<file path="config.mk">
export PLATFORM = sky130hd
export DESIGN_NAME = reflet_exti_n
export DESIGN_NICKNAME = d
export VERILOG_FILES = /design/src/rtl/reflet_exti_n_pkg.sv /design/src/rtl/reflet_exti_n_chan.sv /design/src/rtl/reflet_exti_n.sv
export VERILOG_INCLUDE_DIRS = /design/src /design/src/rtl
export SDC_FILE = /design/constraint.sdc
export NUM_CORES = 1
export LEC_CHECK = 0
export BUFFER_PORTS_ARGS = -buffer_cell sky130_fd_sc_hd__buf_2
export CAP_MARGIN = 20
export CORE_MARGIN = 2
export CORE_UTILIZATION = 30
export CTS_CLUSTER_DIAMETER = 30
export DETAILED_ROUTE_END_ITERATION = 7
export SYNTH_ARGS = -nofsm -noshare
export SYNTH_HDL_FRONTEND = slang
export SYNTH_SLANG_ARGS = --single-unit
</file>
<file path="constraint.sdc">
create_clock -name clk -period 3.3 [get_ports clk]
set_input_delay 0.66 -clock clk [delete_from_list [all_inputs] [get_ports clk]]
set_output_delay 0.66 -clock clk [all_outputs]
set_load 0.01 [all_outputs]
</file>
<file path="src/rtl/reflet_exti_n_defs.vh">
// reflet_exti_n_defs: register offsets relative to base_addr and ROUTE field width
localparam int OFF_ENABLE = 0;
localparam int OFF_MODE = 1;
localparam int OFF_PENDING = 2;
localparam int OFF_ROUTE = 3;
localparam int ROUTE_W = 2;

</file>
<file path="src/rtl/reflet_exti_n_pkg.sv">
// reflet_exti_n_pkg: shared register map and field types for the interrupt controller
package reflet_exti_n_pkg;
`include "reflet_exti_n_defs.vh"
  typedef logic [ROUTE_W-1:0] route_t;
endpackage

</file>
<file path="src/rtl/reflet_exti_n_chan.sv">
// reflet_exti_n_chan: one interrupt source: 2-flop synchronizer, edge detector and pending flop
module reflet_exti_n_chan (
  input  logic clk,
  input  logic reset,
  input  logic int_in,
  input  logic mode,
  input  logic mode_chg,
  input  logic clr,
  output logic pending
);
  logic s1, s, prev, pend_q;
  // prev always tracks s, so a mode switch never sees a stale edge
  always_ff @(posedge clk or negedge reset)
    if (!reset) begin
      s1 <= 1'b0;
      s <= 1'b0;
      prev <= 1'b0;
      pend_q <= 1'b0;
    end else begin
      s1 <= int_in;
      s <= s1;
      prev <= s;
      pend_q <= mode_chg ? 1'b0 : mode & ((s & ~prev) | (pend_q & ~clr));
    end
  assign pending = mode ? pend_q : s;
endmodule

</file>
<file path="src/rtl/reflet_exti_n.sv">
// reflet_exti_n: memory-mapped external interrupt controller with per-source edge/level mode and 4-line routing
module reflet_exti_n
  import reflet_exti_n_pkg::*;
#(
  parameter int wordsize = 8,
  parameter int base_addr_size = 7,
  parameter int base_addr = 0,
  parameter int num_src = 4
) (
  input  logic                      clk,
  input  logic                      reset,
  input  logic                      enable,
  input  logic [base_addr_size-1:0] addr,
  input  logic                      write_en,
  input  logic [wordsize-1:0]       data_in,
  output logic [wordsize-1:0]       data_out,
  input  logic [num_src-1:0]        int_in,
  output logic [3:0]                cpu_int
);
  int off;
  logic sel, wr, unused_ok;
  logic [num_src-1:0] enable_r, mode_r, pend, mode_chg, clr;
  route_t route_r [num_src];
  // offset computed in int so addresses past the top of the bus never wrap into the map
  assign off = int'(addr) - base_addr;
  assign sel = enable && off >= 0 && off < OFF_ROUTE + num_src;
  assign wr = sel && write_en;
  assign mode_chg = (wr && off == OFF_MODE) ? data_in[num_src-1:0] ^ mode_r : '0;
  assign clr = (wr && off == OFF_PENDING) ? data_in[num_src-1:0] : '0;
  assign unused_ok = &{1'b0, data_in};
  for (genvar g = 0; g < num_src; g++) begin : g_chan
    reflet_exti_n_chan u_chan (
      .clk(clk),
      .reset(reset),
      .int_in(int_in[g]),
      .mode(mode_r[g]),
      .mode_chg(mode_chg[g]),
      .clr(clr[g]),
      .pending(pend[g])
    );
  end
  always_ff @(posedge clk or negedge reset)
    if (!reset) begin
      enable_r <= '0;
      mode_r <= '0;
      for (int i = 0; i < num_src; i++) route_r[i] <= '0;
    end else if (wr) begin
      if (off == OFF_ENABLE) enable_r <= data_in[num_src-1:0];
      if (off == OFF_MODE) mode_r <= data_in[num_src-1:0];
      for (int i = 0; i < num_src; i++)
        if (off == OFF_ROUTE + i) route_r[i] <= data_in[ROUTE_W-1:0];
    end
  always_comb begin
    data_out = '0;
    if (sel && off == OFF_ENABLE) data_out[num_src-1:0] = enable_r;
    if (sel && off == OFF_MODE) data_out[num_src-1:0] = mode_r;
    if (sel && off == OFF_PENDING) data_out[num_src-1:0] = pend;
    for (int i = 0; i < num_src; i++)
      if (sel && off == OFF_ROUTE + i) data_out[ROUTE_W-1:0] = route_r[i];
  end
  always_comb begin
    cpu_int = '0;
    for (int i = 0; i < num_src; i++)
      if (pend[i] && enable_r[i]) cpu_int[route_r[i]] = 1'b1;
  end
endmodule
</file>
After elaboration in Yosys (flattened, before gate mapping)
Cells that the tools add are included.
{"block": "word_totals", "ff_bits": 32, "output_inout_bits": 12}
{"block": "op_classes", "n_lt_le_gt_ge": 10, "n_eq_ne": 6, "n_mux": 29, "bitwise": 28, "reduce_logical": 27}
{"cell": "4-bit two-way mux", "n": 9}
{"cell": "32-bit logical NOT", "n": 1}
{"cell": "7-bit by 4-bit == test with 1-bit output (second input constant)", "n": 3}
{"cell": "1-bit logical AND", "n": 20}
{"cell": "7-bit by 3-bit == test with 1-bit output (second input constant)", "n": 2}
{"cell": "1-bit bitwise AND", "n": 12}
{"cell": "2-bit by 3-bit less-than comparator with 1-bit output (second input constant)", "n": 4}
{"cell": "1-bit two-way mux", "n": 12}
{"cell": "4-bit OR", "n": 3}
{"cell": "2-bit AND reduction", "n": 6}
{"cell": "1-bit demux with 2-bit select", "n": 4}
{"cell": "2-bit by 1-bit >= comparator with 1-bit output (second input constant)", "n": 4}
{"cell": "2-bit two-way mux", "n": 4}
{"cell": "1-bit NOT", "n": 8}
{"cell": "7-bit by 2-bit == test with 1-bit output (second input constant)", "n": 1}
{"cell": "7-bit by 1-bit >= comparator with 1-bit output (second input constant)", "n": 1}
{"cell": "7-bit by 3-bit less-than comparator with 1-bit output (second input constant)", "n": 1}
{"cell": "1-bit OR", "n": 4}
{"cell": "4-bit XOR", "n": 1}

Longest topological paths before layout
Gate-level depths: netlist (run 1).
{"block": "depth", "depth_word": 11, "depth_mapped": 5, "mapped_depth_nobuf": 4}

By module
A second synthesis (run 1) with hierarchy kept.
{"block": "unflattened", "cells_unflattened": 163, "hier_area_um2": 1707.9}
{"mod": "reflet_exti_n", "n_inst": 1, "cells_per_inst": 127, "area_each_um2": 1152.4, "seq_area_each_um2": 400.4}
{"mod": "reflet_exti_n_chan", "n_inst": 4, "cells_per_inst": 9, "area_each_um2": 138.9, "seq_area_each_um2": 100.1}

Worst setup path after synthesis (run 1)
Ideal clock, no wire load.
{"block": "synth_path", "path_kind": "input to output", "start": "input port addr[6]", "end": "output port data_out[1]", "t_arrival_ns": 1.486, "setup_slack_ns": 1.154, "path_stages": 3, "n_path_buf": 0, "path_cell_list": "nor4_2 > nand2_1 > a211oi_1"}
{"block": "synth_via", "elab_chain_len": 11}
{"element": "start, declared", "line_no": "reflet_exti_n.sv:13", "source": "input logic [base_addr_size-1:0] addr,"}
{"element": "7-bit by 1-bit >= comparator with 1-bit output", "line_no": "reflet_exti_n.sv:26", "source": "assign sel = enable && off >= 0 && off < OFF_ROUTE + num_src;"}
{"element": "1-bit logical AND (2 in series)", "line_no": "reflet_exti_n.sv:26"}
{"element": "1-bit logical AND", "line_no": "reflet_exti_n.sv:55", "source": "if (sel && off == OFF_ENABLE) data_out[num_src-1:0] = enable_r;"}
{"element": "4-bit two-way mux", "line_no": "reflet_exti_n.sv:55"}
{"element": "4-bit two-way mux", "line_no": "reflet_exti_n.sv:56", "source": "if (sel && off == OFF_MODE) data_out[num_src-1:0] = mode_r;"}
{"element": "4-bit two-way mux", "line_no": "reflet_exti_n.sv:57", "source": "if (sel && off == OFF_PENDING) data_out[num_src-1:0] = pend;"}
{"element": "2-bit two-way mux (3 in series)", "line_no": "reflet_exti_n.sv:59", "source": "if (sel && off == OFF_ROUTE + i) data_out[ROUTE_W-1:0] = route_r[i];"}
{"element": "2-bit two-way mux (*)", "line_no": "reflet_exti_n.sv:59"}
{"element": "end, declared", "line_no": "reflet_exti_n.sv:16", "source": "output logic [wordsize-1:0] data_out,"}
Every way passes the cells marked *; elsewhere a longest branch is shown, timed or not.

Worst setup path in the final report (run 1)
{"block": "layout_path", "start": "register mode_r[1]", "end": "output port cpu_int[2]"}
{"block": "layout_via", "elab_chain_len": 7}
{"element": "start, declared", "line_no": "reflet_exti_n.sv:22", "source": "logic [num_src-1:0] enable_r, mode_r, pend, mode_chg, clr;"}
{"element": "start signal, assigned", "line_no": "reflet_exti_n.sv:49", "source": "if (off == OFF_MODE) mode_r <= data_in[num_src-1:0];"}
{"element": "1-bit two-way mux (*)", "line_no": "reflet_exti_n_chan.sv:25", "source": "assign pending = mode ? pend_q : s;"}
{"element": "1-bit logical AND (*)", "line_no": "reflet_exti_n.sv:64", "source": "if (pend[i] && enable_r[i]) cpu_int[route_r[i]] = 1'b1;"}
{"element": "4-bit two-way mux (*)", "line_no": "reflet_exti_n.sv:64"}
{"element": "4-bit OR (no line)"}
{"element": "4-bit two-way mux (*)", "line_no": "reflet_exti_n.sv:64"}
{"element": "4-bit OR (no line)"}
{"element": "4-bit two-way mux (*)", "line_no": "reflet_exti_n.sv:64"}
{"element": "end, declared", "line_no": "reflet_exti_n.sv:18", "source": "output logic [3:0] cpu_int"}
Marked as above.

==> impl_metrics.csv, run 1 <==
group,metric,value,unit
status,status,"finished, final reports clean",
setup_path,cp-end-kind,"output pin",
timing,fin_crit,2.613,ns
pwr,power_density,437.7,nW/um^2
clock_tree,root_buffer,"clkbuf_8",
logic_synthesis,ys_dominant_reg_cell,"dfrtp_1",
route,vias,1246,
clock_tree,cts_tree,"built",
clock_tree,cts.path.max_buffers,2,
logic_synthesis,synth_seq_cells,32,
logic_synthesis,netlist_area,1709,um^2
logic_synthesis,synthCells,157,
timing,hold_viol,0,
clock_tree,hold_buffers,0,
timing,skew,0.008232,ns
setup_path,cp.required,2.64,ns
clock_tree,clkSinkCount,32,
setup_path,worstPathMaxFanout,4,
finish,fin_nets,208,
pwr,vdd_drop_max,0.1965,mV
place,dp_hpwl,2.667,mm
logic_synthesis,avgSynthCellArea,10.89,um^2
logic_synthesis,synth.area.mux_share,15.23,%
timing,fmax,382.7,MHz
route,drt_iter0_markers,66,
setup_path,cp.arrival,1.95,ns
route,first_pass_iters,4,
logic_synthesis,synth_edf_count,0,
finish,n_antenna_cell,0,
clock_tree,cts_setup_buffers,0,
clock_tree,h-tree-depth,2,
logic_synthesis,synthArstFlopShare,100.0,%
route,vias_per_cell,4.829,
job,maxCapViolCount,0,
die,io_pins,35,
logic_synthesis,synth_top_family_by_area,"simple AND/OR/NAND/NOR gates",
timing,maxSlewViolCount,0,
die,rows,27,
logic_synthesis,synth-seq-area-share,46.85,%
logic_synthesis,synth_compound_area_share,10.32,%
die,die-area,6317,um^2
logic_synthesis,ys_types,32,
place,numPortBuffers,26,
timing,report.final.setup_viol,0,
setup_path,startpoint_type,"flop",
finish,area.growth.synth_to_final,17.06,%
clock_tree,clock_latency,0.28,ns
place,finalWeightedCongestion,0.7837,
logic_synthesis,yosys.area_share.adder,0,%
logic_synthesis,synth_warnings,0,
setup_path,rrSetupSlack,2.19,ns
setup_path,crit_type,"reg -> out",
global_route,grt_pass1_vias,1229,
min_path,min-delay-path-class,"reg -> reg",
finish,layout-drive-gt1-share,29.57,%
global_route,grt.total_usage,12.78,%
route,route.detailed.drc,0,
route,ant_nets,0,
route,wl,3.652,mm
global_route,antenna_found_initial,0,
clock_tree,cts_buffers,5,
timing,slew_headroom,52.36,%
die,die_w,79.48,um
die,fp.dieH,79.48,um
logic_synthesis,synthSimpleGateAreaFrac,24.60,%
timing,tightest_slew,0.7146,ns
pwr,power.total,0.8757,mW
die,initial_core_util,31.04,%
timing,rsz0062_at_grt,"no",
global_route,overflow,0,
global_route,grt_pass1_wl,6.161,mm
clock_tree,cts_resized,0,
logic_synthesis,synth_xor_area_share,0,%
route,detail_route.wl_per_cell,14.16,um
clock_tree,cts.reportedPaths.clkPinSlew,0.06,ns
die,core_area,5507,um^2
timing,post-route-period-util,79.18,%
pwr,p_leak,0.9693,nW
timing,setup_tns,0,ns
global_route,grt_max_degree,33,
## registers in the layout, indices dropped and copies added (netlist names)
register / count
route_r: 8
enable_r: 4
g_chan.u_chan.pend_q: 4
g_chan.u_chan.prev: 4
g_chan.u_chan.s: 4
g_chan.u_chan.s1: 4
mode_r: 4
## through the flow
stage / setup WS [ns] / utilization (%) / hold slack (ns) / cell area (um^2) / std cells
after floorplan: 1.154 / - / 0.3312 / 1720 / 160
after global placement: 0.7834 / 34.38 / 0.3327 / 1893 / 250
after detailed placement: 0.7839 / 34.38 / 0.3356 / 1893 / 250
after CTS: 0.6725 / 36.33 / 0.3518 / 2001 / 258
after global routing: 0.6103 / 36.33 / 0.3671 / 2001 / 258
final: 0.6870 / 36.33 / 0.3486 / 2001 / 258
## synthesized netlist by cell type, types with 3 or more instances
library cell	number	area, um^2
nor3b_1	9	67.56
nor2_1	13	48.80
nand2_1	8	30.03
nor2b_1	8	50.05
o211a_1	6	60.06
nand4_1	7	43.79
buf_4	4	30.03
nor3_1	6	30.03
mux2_1	3	33.78
mux2_4	4	60.06
mux2_2	13	146.4
nand2b_1	6	37.54
dfrtp_1	32	800.8
a21oi_1	10	50.05
## routing by layer
metal	vias up	track usage [%]	share of wire, %	routed length [um]
met5	-	0	0	0
met4	0	5.172	0.79	29
met3	4	2.828	4.0	147
met2	33	17.98	44	1592
met1	581	18.80	52	1882
li1	628	-	-	-
## cell families (layout without fill, tap and decap cells)
logic type	after synthesis	after routing
other	1	4
AND/OR/NAND/NOR	69	69
AO/OA/AOI/OAI	25	25
flip-flops	32	32
multiplexers	22	22
buffers and inverters	8	34
## cells in the final DEF (no fill, tap or decap), drive strengths merged
cell type,netlist,layout
dfrtp,32,32
buf,6,26
mux2,20,20
nor2,13,13
a21oi,10,10
nor3b,9,9
nand2,9,9
nor2b,8,8
nand4,7,7
nor3,6,6
nand2b,6,6
o211a,6,6
clkbuf,2,6
conb,1,4
nand3,3,3
o22ai,2,2
or4,2,2
a211oi,2,2
o211ai,2,2
a21o,2,2
nand3b,2,2
mux2i,2,2
nor4,2,2
a211o,1,1
or2,1,1
or3,1,1
bufinv,0,1
clkinv,0,1
## power by group
part / internal, mW / switching (mW) / total, mW
Sequential: 0.410 / 0.0168 / 0.426
Clock: 0.224 / 0.141 / 0.364
Combinational: 0.0368 / 0.0480 / 0.0848
Total: 0.670 / 0.205 / 0.876
## final cells by class
| cell class | instances | area [um^2] |
|---|---|---|
| fillers | 572 | 3506 |
| multi-input cells | 120 | 872.1 |
| flip-flops and latches | 32 | 800.8 |
| repair buffers | 26 | 130.1 |
| well taps | 72 | 90.09 |
| clock buffers | 6 | 72.57 |
| clock inverters | 2 | 35.03 |
## critical path, stage by stage, from the launching register on
cell and delay (ns):
dfrtp_1 0.43, mux2_2 0.40, nand2_1 0.12, nor3b_1 0.06, or4_1 0.53, buf_2 0.16
## path summary, 6_finish.rpt
kind / start / cells past startpoint / to
worst min register to register: g_chan[0].u_chan.s1 / 0 / g_chan[0].u_chan.s
worst min-delay path: g_chan[0].u_chan.s1 / 0 / g_chan[0].u_chan.s
worst max register to register: g_chan[2].u_chan.s / 4 / g_chan[2].u_chan.pend_q
min in group asynchronous: reset / 1 / g_chan[3].u_chan.pend_q
worst max-delay path: mode_r[1] / 5 / cpu_int[2]
max in group asynchronous: reset / 1 / g_chan[1].u_chan.s
Power figures use the tool's default switching activity.
==> run 2: changes to the inputs <==
==> constraint.sdc (replaced) <==
create_clock -name clk -period 2.35 [get_ports clk]
set_input_delay 0.47 -clock clk [delete_from_list [all_inputs] [get_ports clk]]
set_output_delay 0.47 -clock clk [all_outputs]
set_load 0.01 [all_outputs]
==> run 2 against run 1 <==
Compared with the run above: sequential cell count did not move; design area up 3.3%; routed wire length grew 5.6%; critical path depth unchanged; largest power group unchanged; setup slack worse by 0.62 ns; clock power increased by 21%; die area is the same; cell count rose by 3.1%; clock-buffer cell count increased by 2; sequential share of layout area decreased by 1.3 points; worst hold slack worse by 0.12 ns.
==> impl_metrics.csv, run 2 (synthesized netlist as in run 1, its figures left out) <==
group,metric,value,unit
setup_path,crit_type,"reg -> out",
setup_path,reg2reg_depth,4,
timing,post-route-period-util,97.03,%
pwr,switching_share,25.43,%
finish,n_antenna_cell,0,
clock_tree,cts_buffers,5,
setup_path,cp-end-kind,"output pin",
finish,fin_nets,216,
setup_path,reg2reg_from,"g_chan[2].u_chan.s",
setup_path,cp.arrival,1.81,ns
place,numPortBuffers,26,
route,vias_per_cell,4.959,
setup_path,worstPathMaxFanout,3,
clock_tree,cts.path.max_buffers,2,
route,drt_iter0_markers,100,
status,status,"finished, final reports clean",
global_route,grt_pass1_vias,1179,
finish,area.growth.synth_to_final,20.86,%
die,rows,27,
route,ant_nets,0,
finish,design_area,2066,um^2
setup_path,crit_path_max_incr_delay,0.52,ns
global_route,grt.total_usage,13.22,%
timing,slew_headroom,52.89,%
setup_path,startpoint_type,"flop",
setup_path,reg2reg_to,"g_chan[2].u_chan.pend_q",
timing,hold_viol,0,
route,route.detailed.drc,0,
route,wl,3.855,mm
finish,largest_register_ffs,8,
timing,setup_tns,0,ns
timing,hold_ws,0.2331,ns
setup_path,cp_cell_sequence,"mux2_4, nand2_2, nor3b_1, or4_1, buf_2",
timing,rsz0062_at_grt,"yes",
setup_path,crit_slowest_cell,"or4_1",
global_route,antenna_found_initial,0,
place,dpl_cell_area,1908,um^2
pwr,comb_power_share,11.5,%
timing,fin_crit,2.280,ns
route,first_pass_iters,4,
clock_tree,clkSinkCount,32,
pwr,p_clk_share,37.5,%
clock_tree,cts.reportedPaths.clkPinSlew,0.07,ns
die,io_pins,35,
min_path,min-delay-path-class,"in -> async",
timing,skew,0.004424,ns
die,fp.dieH,79.48,um
timing,tightest_slew,0.7067,ns
place,finalWeightedCongestion,0.8832,
global_route,grt_max_degree,33,
setup_path,rrSetupSlack,1.28,ns
clock_tree,root_buffer,"clkbuf_8",
timing,report.final.setup_viol,0,
route,detail_route.wl_per_cell,14.49,um
pwr,pwr-share-seq,50.9,%
pwr,p_leak,1.018,nW
clock_tree,h-tree-depth,2,
finish,layout-drive-gt1-share,33.51,%
timing,fmax,438.5,MHz
die,die-area,6317,um^2
finish,layout.cells.non_filler,266,
global_route,grt_pass1_wl,6.244,mm
finish,final_common_cell,"dfrtp_1",
global_route,overflow,0,
pwr,p_int,0.8761,mW
die,die_w,79.48,um
finish,final_cell_mix,"32 x dfrtp_1, 26 x buf_2, 13 x nor2_1",
finish,finish.utilization,37.51,%
finish,regMostFlops,"route_r",
setup_path,cp.required,1.88,ns
route,vias,1319,
clock_tree,cts_tree,"built",
timing,maxSlewViolCount,0,
place,placedCellCount,252,
job,maxCapViolCount,0,
pwr,power_density,568.7,nW/um^2
die,core_area,5507,um^2
pwr,vdd_drop_max,0.2853,mV
clock_tree,clock_latency,0.29,ns
place,dp_hpwl,2.699,mm
die,initial_core_util,31.04,%
pwr,switchingPower,0.2987,mW
==> run 2: area by class of cell <==
| cell class | count | area, um^2 |
|---|---|---|
| repair buffers | 34 | 190.2 |
| flip-flops and latches | 32 | 800.8 |
| well taps | 72 | 90.09 |
| clock buffers | 8 | 90.09 |
| fillers | 577 | 3441 |
| multi-input cells | 120 | 894.6 |
==> run 2: per-stage QoR <==
stage | total power, mW | setup WS (ns)
after floorplan | 0.6784 | 0.4541
after global placement | 0.7301 | 0.2526
after detailed placement | 0.7317 | 0.2208
after CTS | 1.177 | 0.003268
after global routing | 1.229 | 0.0005076
final | 1.175 | 0.06972
==> run 2: worst max path at each step <==
stage,start,to,slack [ns],cells past startpoint
2_1_floorplan,mode_r[1],cpu_int[2],0.45,4
3_3_place_gp,mode_r[1],cpu_int[2],0.25,5
3_5_place_dp,mode_r[1],cpu_int[2],0.22,5
4_1_cts,mode_r[1],cpu_int[2],0.003,5
5_1_grt,mode_r[2],cpu_int[0],0.0005,5
6_report,mode_r[1],cpu_int[2],0.07,5
==> run 2: power by group through the flow <==
stage | Sequential (mW) | Clock [mW] | Combinational, mW
final | 0.598 | 0.441 | 0.135
after global routing | 0.602 | 0.475 | 0.151
after CTS | 0.597 | 0.449 | 0.131
after detailed placement | 0.610 | 0 | 0.122
after global placement | 0.609 | 0 | 0.121
after floorplan | 0.602 | 0 | 0.0764
==> run 2: critical path, delay by kind of cell, from the launching register on <==
kind	cells	cell delay, ns
buffers and inverters	1	0.15
DFF	1	0.40
muxes	1	0.32
and+or+nand+nor	3	0.66
==> run 2: timing repair <==
item                                    4_1_cts  5_1_grt
endpoints found under the setup margin        2        2
hold buffers                                  0        0
setup buffers                                 4        2
resized for setup                             1        6
==> run 2: per-layer routing <==
layer | up-vias | part of all wire, % | GRT usage [%]
li1 | 638 | - | -
met3 | 4 | 6.4 | 4.186
met5 | - | 0 | 0
met4 | 0 | 0.88 | 4.138
met2 | 44 | 44 | 18.82
met1 | 633 | 48 | 18.96
